[config.mk]
export PLATFORM = sky130hd
export DESIGN_NAME = fetch_stage_flat
export DESIGN_NICKNAME = d
export VERILOG_FILES = /design/src/rtl/fetch_stage_if.sv /design/src/rtl/fetch_stage.sv /design/src/flat_wrapper.sv
export SDC_FILE = /design/constraint.sdc
export NUM_CORES = 1
export LEC_CHECK = 0
export ABC_AREA = 0
export CAP_MARGIN = 30
export CORE_ASPECT_RATIO = 1.2
export CORE_MARGIN = 3
export CORE_UTILIZATION = 45
export DETAILED_ROUTE_END_ITERATION = 6
export GPL_TIMING_DRIVEN = 0
export PLACE_DENSITY_LB_ADDON = 0.12
export SLEW_MARGIN = 20
export SYNTH_ARGS = -nofsm -noshare
export SYNTH_HDL_FRONTEND = slang
export SYNTH_SLANG_ARGS = --single-unit
[constraint.sdc]
create_clock -name clk -period 2.5 [get_ports clk]
set_input_delay 0.5 -clock clk [delete_from_list [all_inputs] [get_ports clk]]
set_output_delay 0.5 -clock clk [all_outputs]
set_load 0.05 [all_outputs]
[src/rtl/fetch_stage_if.sv]
// Bus between the fetch stage and its neighbours: hazard-unit controls,
// the EX redirect, the instruction ROM loop and the decode-side register outputs.
interface fetch_stage_if #(
  parameter int DATA_WIDTH = 32
);
  logic                  StallF;
  logic                  StallD;
  logic                  FlushD;
  logic                  PCSrcE;
  logic [DATA_WIDTH-1:0] PCTargetE;
  logic [DATA_WIDTH-1:0] InstrF;
  logic [DATA_WIDTH-1:0] PCF;
  logic [DATA_WIDTH-1:0] InstrD;
  logic [DATA_WIDTH-1:0] PCD;
  logic [DATA_WIDTH-1:0] PCPlus4D;
  logic                  ValidD;

  // Surrounding core (hazard unit, EX stage, ROM, decode) drives controls and reads D.
  modport master (
    output StallF, StallD, FlushD, PCSrcE, PCTargetE, InstrF,
    input  PCF, InstrD, PCD, PCPlus4D, ValidD
  );

  // The fetch stage itself.
  modport slave (
    input  StallF, StallD, FlushD, PCSrcE, PCTargetE, InstrF,
    output PCF, InstrD, PCD, PCPlus4D, ValidD
  );
endinterface

[src/rtl/fetch_stage.sv]
// Instruction-fetch stage and IF/ID pipeline register of the RV32I core.
// Holds the PC, selects sequential or EX-redirect next PC, and captures
// instruction/PC/PC+4 for decode. All outputs are register outputs.
module fetch_stage #(
  parameter int                    DATA_WIDTH = 32,
  parameter logic [DATA_WIDTH-1:0] RESET_PC   = '0,
  parameter logic [DATA_WIDTH-1:0] NOP_INSTR  = DATA_WIDTH'(32'h0000_0013)
) (
  input logic          clk,
  input logic          rst,
  fetch_stage_if.slave bus
);

  logic [DATA_WIDTH-1:0] pc_f;
  logic [DATA_WIDTH-1:0] pc_plus4_f;
  logic [DATA_WIDTH-1:0] instr_d;
  logic [DATA_WIDTH-1:0] pc_d;
  logic [DATA_WIDTH-1:0] pc_plus4_d;
  logic                  valid_d;
  logic                  unused_target_lsbs;

  // Wraps naturally at the top of the address space.
  assign pc_plus4_f = pc_f + DATA_WIDTH'(4);

  // Redirect targets are forced word-aligned; the low bits carry no meaning.
  assign unused_target_lsbs = ^bus.PCTargetE[1:0];

  // PC register: redirect beats stall, stall beats sequential advance.
  always_ff @(posedge clk) begin
    if (rst) begin
      pc_f <= RESET_PC;
    end else if (bus.PCSrcE) begin
      pc_f <= {bus.PCTargetE[DATA_WIDTH-1:2], 2'b00};
    end else if (!bus.StallF) begin
      pc_f <= pc_plus4_f;
    end
  end

  // IF/ID register: flush (bubble) beats stall, stall beats capture.
  always_ff @(posedge clk) begin
    if (rst || bus.FlushD) begin
      instr_d    <= NOP_INSTR;
      pc_d       <= '0;
      pc_plus4_d <= '0;
      valid_d    <= 1'b0;
    end else if (!bus.StallD) begin
      instr_d    <= bus.InstrF;
      pc_d       <= pc_f;
      pc_plus4_d <= pc_plus4_f;
      valid_d    <= 1'b1;
    end
  end

  assign bus.PCF      = pc_f;
  assign bus.InstrD   = instr_d;
  assign bus.PCD      = pc_d;
  assign bus.PCPlus4D = pc_plus4_d;
  assign bus.ValidD   = valid_d;

endmodule

[src/flat_wrapper.sv]
// flat-port wrapper written by rule: the top's interface ports become plain ports
module fetch_stage_flat 
#(
  parameter int                    DATA_WIDTH = 32,
  parameter logic [DATA_WIDTH-1:0] RESET_PC   = '0,
  parameter logic [DATA_WIDTH-1:0] NOP_INSTR  = DATA_WIDTH'(32'h0000_0013)
)
  (clk, rst, bus_StallF, bus_StallD, bus_FlushD, bus_PCSrcE, bus_PCTargetE, bus_InstrF, bus_PCF, bus_InstrD, bus_PCD, bus_PCPlus4D, bus_ValidD);
  fetch_stage_if #(.DATA_WIDTH(DATA_WIDTH)) bus_i ();
  input logic clk;
  input logic rst;
  input wire logic [$bits(bus_i.StallF)-1:0] bus_StallF;
  input wire logic [$bits(bus_i.StallD)-1:0] bus_StallD;
  input wire logic [$bits(bus_i.FlushD)-1:0] bus_FlushD;
  input wire logic [$bits(bus_i.PCSrcE)-1:0] bus_PCSrcE;
  input wire logic [$bits(bus_i.PCTargetE)-1:0] bus_PCTargetE;
  input wire logic [$bits(bus_i.InstrF)-1:0] bus_InstrF;
  output wire logic [$bits(bus_i.PCF)-1:0] bus_PCF;
  output wire logic [$bits(bus_i.InstrD)-1:0] bus_InstrD;
  output wire logic [$bits(bus_i.PCD)-1:0] bus_PCD;
  output wire logic [$bits(bus_i.PCPlus4D)-1:0] bus_PCPlus4D;
  output wire logic [$bits(bus_i.ValidD)-1:0] bus_ValidD;
  assign bus_i.StallF = bus_StallF;
  assign bus_i.StallD = bus_StallD;
  assign bus_i.FlushD = bus_FlushD;
  assign bus_i.PCSrcE = bus_PCSrcE;
  assign bus_i.PCTargetE = bus_PCTargetE;
  assign bus_i.InstrF = bus_InstrF;
  assign bus_PCF = bus_i.PCF;
  assign bus_InstrD = bus_i.InstrD;
  assign bus_PCD = bus_i.PCD;
  assign bus_PCPlus4D = bus_i.PCPlus4D;
  assign bus_ValidD = bus_i.ValidD;
  fetch_stage #(.DATA_WIDTH(DATA_WIDTH), .RESET_PC(RESET_PC), .NOP_INSTR(NOP_INSTR)) u_core (.clk(clk), .rst(rst), .bus(bus_i));
endmodule
==> impl_summary.txt <==
----------------------------------------------------
[Route]
  Routed length on met3 ... about 1.3 mm
  Post-route antenna net violation count ... 0
  DRT Pass-1 Iters ... 6
  Sum of routed wire segments on met1 ... ~7.1 mm
  Uppermost signal routing layer after detailed routing ... met4
  Final wirelength ... 16.8 mm
  Total vias in the final route ... roughly 5200
  Post-route DRC ... 0
  Routed length per placed instance ... 16.8 um
  Violation count after the first detailed-routing iteration ... 217
  Detailed-route vias per instance ... around 5.2
  Length of routed met2 wiring ... between 8 and 9 mm

[Yosys]
  Most used flip-flop cell after synthesis ... sky130_fd_sc_hd__dfxtp_1
  Sequential element share of the synthesized area ... 44.5%
  Simple logic cell fraction of the synthesized area ... a little under a fifth
  Synthesized flop and latch total ... approximately 120
  Xor-xnor portion of the synthesized cell area ... between 7 and 8%
  Avg Cell Area, Syn ... 8.91 um2
  Post-Synth Adder-Cell Area ... less than 1%
  Cell area after synthesis ... around 5500 um2
  Combinational family with the most area after synthesis ... simple AND/OR/NAND/NOR gates
  Count of synthesis-stage warnings from yosys ... 0
  Compound-cell area share of the yosys netlist ... 10.5%
  Multiplexer share of the synthesized area ... 12.5%
  Async set or reset register ratio after synthesis ... 0%
  Library cells used by synthesis ... 47
  Mapped Cells ... ~620
  Number of synthesized flops with an enable pin ... 0

[Critical path]
  Critical Path Fanout Max ... 9
  Number of cell instances on the worst register-to-register path ... 5
  Worst R2R End ... u_core.bus.PCF[14]
  Category of the critical setup timing path ... register to register
  Category of the worst setup path launch point ... register
  Reg-to-reg critical path startpoint ... u_core.bus.PCF[3]
  Crit-path leading delay family ... simple AND/OR/NAND/NOR gates
  Slowest Stage Delay on Critical Path ... approximately 580 ps
  Setup crit end kind ... register
  Register-to-register path setup slack ... between 150 and 200 ps
  Cell chain of the critical path ... ha_1, nand4_1, nor3_1, a21oi_1, a221oi_1
  Worst EP required ... around 2800 ps
  Slowest-stage cell, CP ... sky130_fd_sc_hd__nor3_1
  Number of cells on the critical path ... 5
  Data arrival time of the critical path ... between 2000 and 3000 ps
  Number of buffers and inverters on the critical path ... 0

[Floorplanning]
  Number of cell rows ... 43
  I/O pins ... between 150 and 200
  Chip Width ... approximately 110 um
  Initial Utilization ... approximately 47%
  Floorplan Core Area ... between 10000 and 15000 um2
  DIE HEIGHT ... 127 um
  Die outline area ... about 14000 um2

[Placement]
  Placed insts ... ~970
  Final estimated routing congestion in global placement ... a little over 0.9
  Port buffer count ... ~190
  Hpwl dp ... 12.5 mm

[Min path]
  Hold Path Stages ... 1
  Worst hold-check path type ... register to register
  End point of the most critical hold path ... u_core.bus.ValidD
  Hold Crit Start ... u_core.bus.ValidD

[Timing]
  Final sum of negative setup slack ... 0 ps
  Final Critical Period ... about 2300 ps
  Slew of the pin with the lowest slew margin ... around 740 ps
  Count of final setup violators ... 0
  Clock skew ... between 6 and 7 ps
  Share of the clock period used by the worst path after layout ... about 94%
  Final-report hold violation count ... 0
  Relative slew slack ... between 50% and 60%
  Setup repair after global routing missed its margin ... false
  Achievable Freq ... ~0.43 GHz
  Fin. max-slew vios ... 0

[Clock tree]
  H-tree levels ... 4
  Max clock buf depth ... 2
  Number of clock sinks ... roughly 120
  Total CTS buffers ... 17
  Source-to-sink clock delay at the later pin of the worst-skew pair ... about 410 ps
  Clock-pin slew of the registers on the worst-case setup and hold paths ... 50 ps
  CTS tree ... done
  Hold bufs inserted after CTS ... 0
  Clock root buffer master ... sky130_fd_sc_hd__clkbuf_16

[Job]
  Total of max-cap violations ... 0

[Cells and area]
  Leading cell type in the layout, fill and taps excluded ... sky130_fd_sc_hd__clkdlybuf4s50_1
  Area overhead of the layout relative to synthesis ... 48.5%
  Core occupancy in the finished layout ... 69.7%
  Number of nets at the end of the flow ... roughly 910
  Final standard cell count with taps included and fillers excluded ... 1002
  Leading cell types in the layout, fill and taps excluded ... sky130_fd_sc_hd__clkdlybuf4s50_1, sky130_fd_sc_hd__dfxtp_1, sky130_fd_sc_hd__nor2_1
  Fraction of layout cells with a size suffix above 1 ... under 10%
  Antenna Diode Count ... 0

[Power and ir drop]
  Power density over cell area ... 655 nW/um2
  Worst-case vdd ir drop ... roughly 0.48 mV
  Reported leakage power ... between 3 and 4 nW

[Global routing]
  Largest net degree at the start of global routing ... 17
  Total global-route track usage ... about 25%
  Vias in the first global route ... 5089
  Global route overflow ... 0
  Number of antenna violations at the first check in global routing ... 0
  Wire length of the first global-routing pass ... approximately 26 mm

[Status]
  Outcome ... finished, final reports clean

----------------------------------------------------
==> stage by stage <==
step / hold slack, ps / setup slack [ps] / total power [mW] / area [um2]
after floorplan: 625 / 193 / 2.71 / 5550
after global placement: 436 / -188 / 3.05 / 7640
after detailed placement: 442 / -139 / 3.06 / 7640
after CTS: 454 / 146 / 5.41 / 8210
after global routing: 484 / 44.1 / 5.57 / 8220
final: 450 / 160 / 5.38 / 8220
==> where the power goes <==
part / internal, mW / leakage, nW / total [mW] / switching (mW)
combinational: 0.356 / 1.92 / 0.913 / 0.557
clock: 1.51 / 0.284 / 2.35 / 0.844
sequential: 2.04 / 1.01 / 2.11 / 0.0729
total: 3.90 / 3.21 / 5.38 / 1.47
==> cell usage after synthesis (all sizes together), types with 16 or more instances <==
library cell	number	share of area, %
a21oi	52	4.7
o21a	16	2.2
mux2i	69	12
nor4	16	2.6
clkbuf	34	2.4
buf	22	2.4
o21ai	27	2.4
inv	22	1.5
dfxtp	123	44
nor2	93	6.3
nand2	29	2.0
xnor2	26	4.1
xor2	22	3.5
==> registers in the layout (all words and copies together), names as in the netlist <==
signal,count
u_core.bus.InstrD,32
u_core.bus.ValidD,1
u_core.bus.PCPlus4D,30
u_core.bus.PCD,30
u_core.bus.PCF,30
==> layer usage <==
layer  global-route usage (%)  up-vias
li1                         -     2535
met1                     29.7     2397
met2                     41.3      211
met3                     7.23       26
met4                     9.41        0
met5                        0        -
==> cell type report <==
cell class                      instances  area, um2
Tap cell                              157        196
Multi-Input combinational cell        425       2750
Inverter                               22       82.6
Fill cell                             975       3570
Timing Repair Buffer                  189       1890
Buffer                                 56        263
Clock inverter                          6       61.3
Clock buffer                           24        512
Sequential cell                       123       2460
==> worst max-delay path by stage <==
stage,slack (ps),from,to
6_report,160,u_core.bus.PCF[3],u_core.bus.PCF[14]
5_1_grt,40,u_core.bus.PCF[3],u_core.bus.PCF[22]
3_3_place_gp,-190,bus_StallF,u_core.bus.PCF[23]
4_1_cts,150,u_core.bus.PCF[2],bus_PCF[2]
2_1_floorplan,190,u_core.bus.PCF[2],u_core.bus.PCF[22]
3_5_place_dp,-140,bus_StallF,u_core.bus.PCF[23]
==> what timing repair did <==
item                                    in CTS  in global routing
endpoints found under the setup margin       0                  2
buffers inserted                             0                  0
resized for setup                            0                  1
==> logic make-up after synthesis <==
group / count (synthesis)
other: 1
xor gates and xnor gates: 48
and+or+nand+nor: 198
DFF: 123
buffers and inverters: 78
AOI/OAI and AO/OA: 103
muxes: 69
adders and majority gates: 1
No activity file was read; power rests on OpenSTA's default activity.
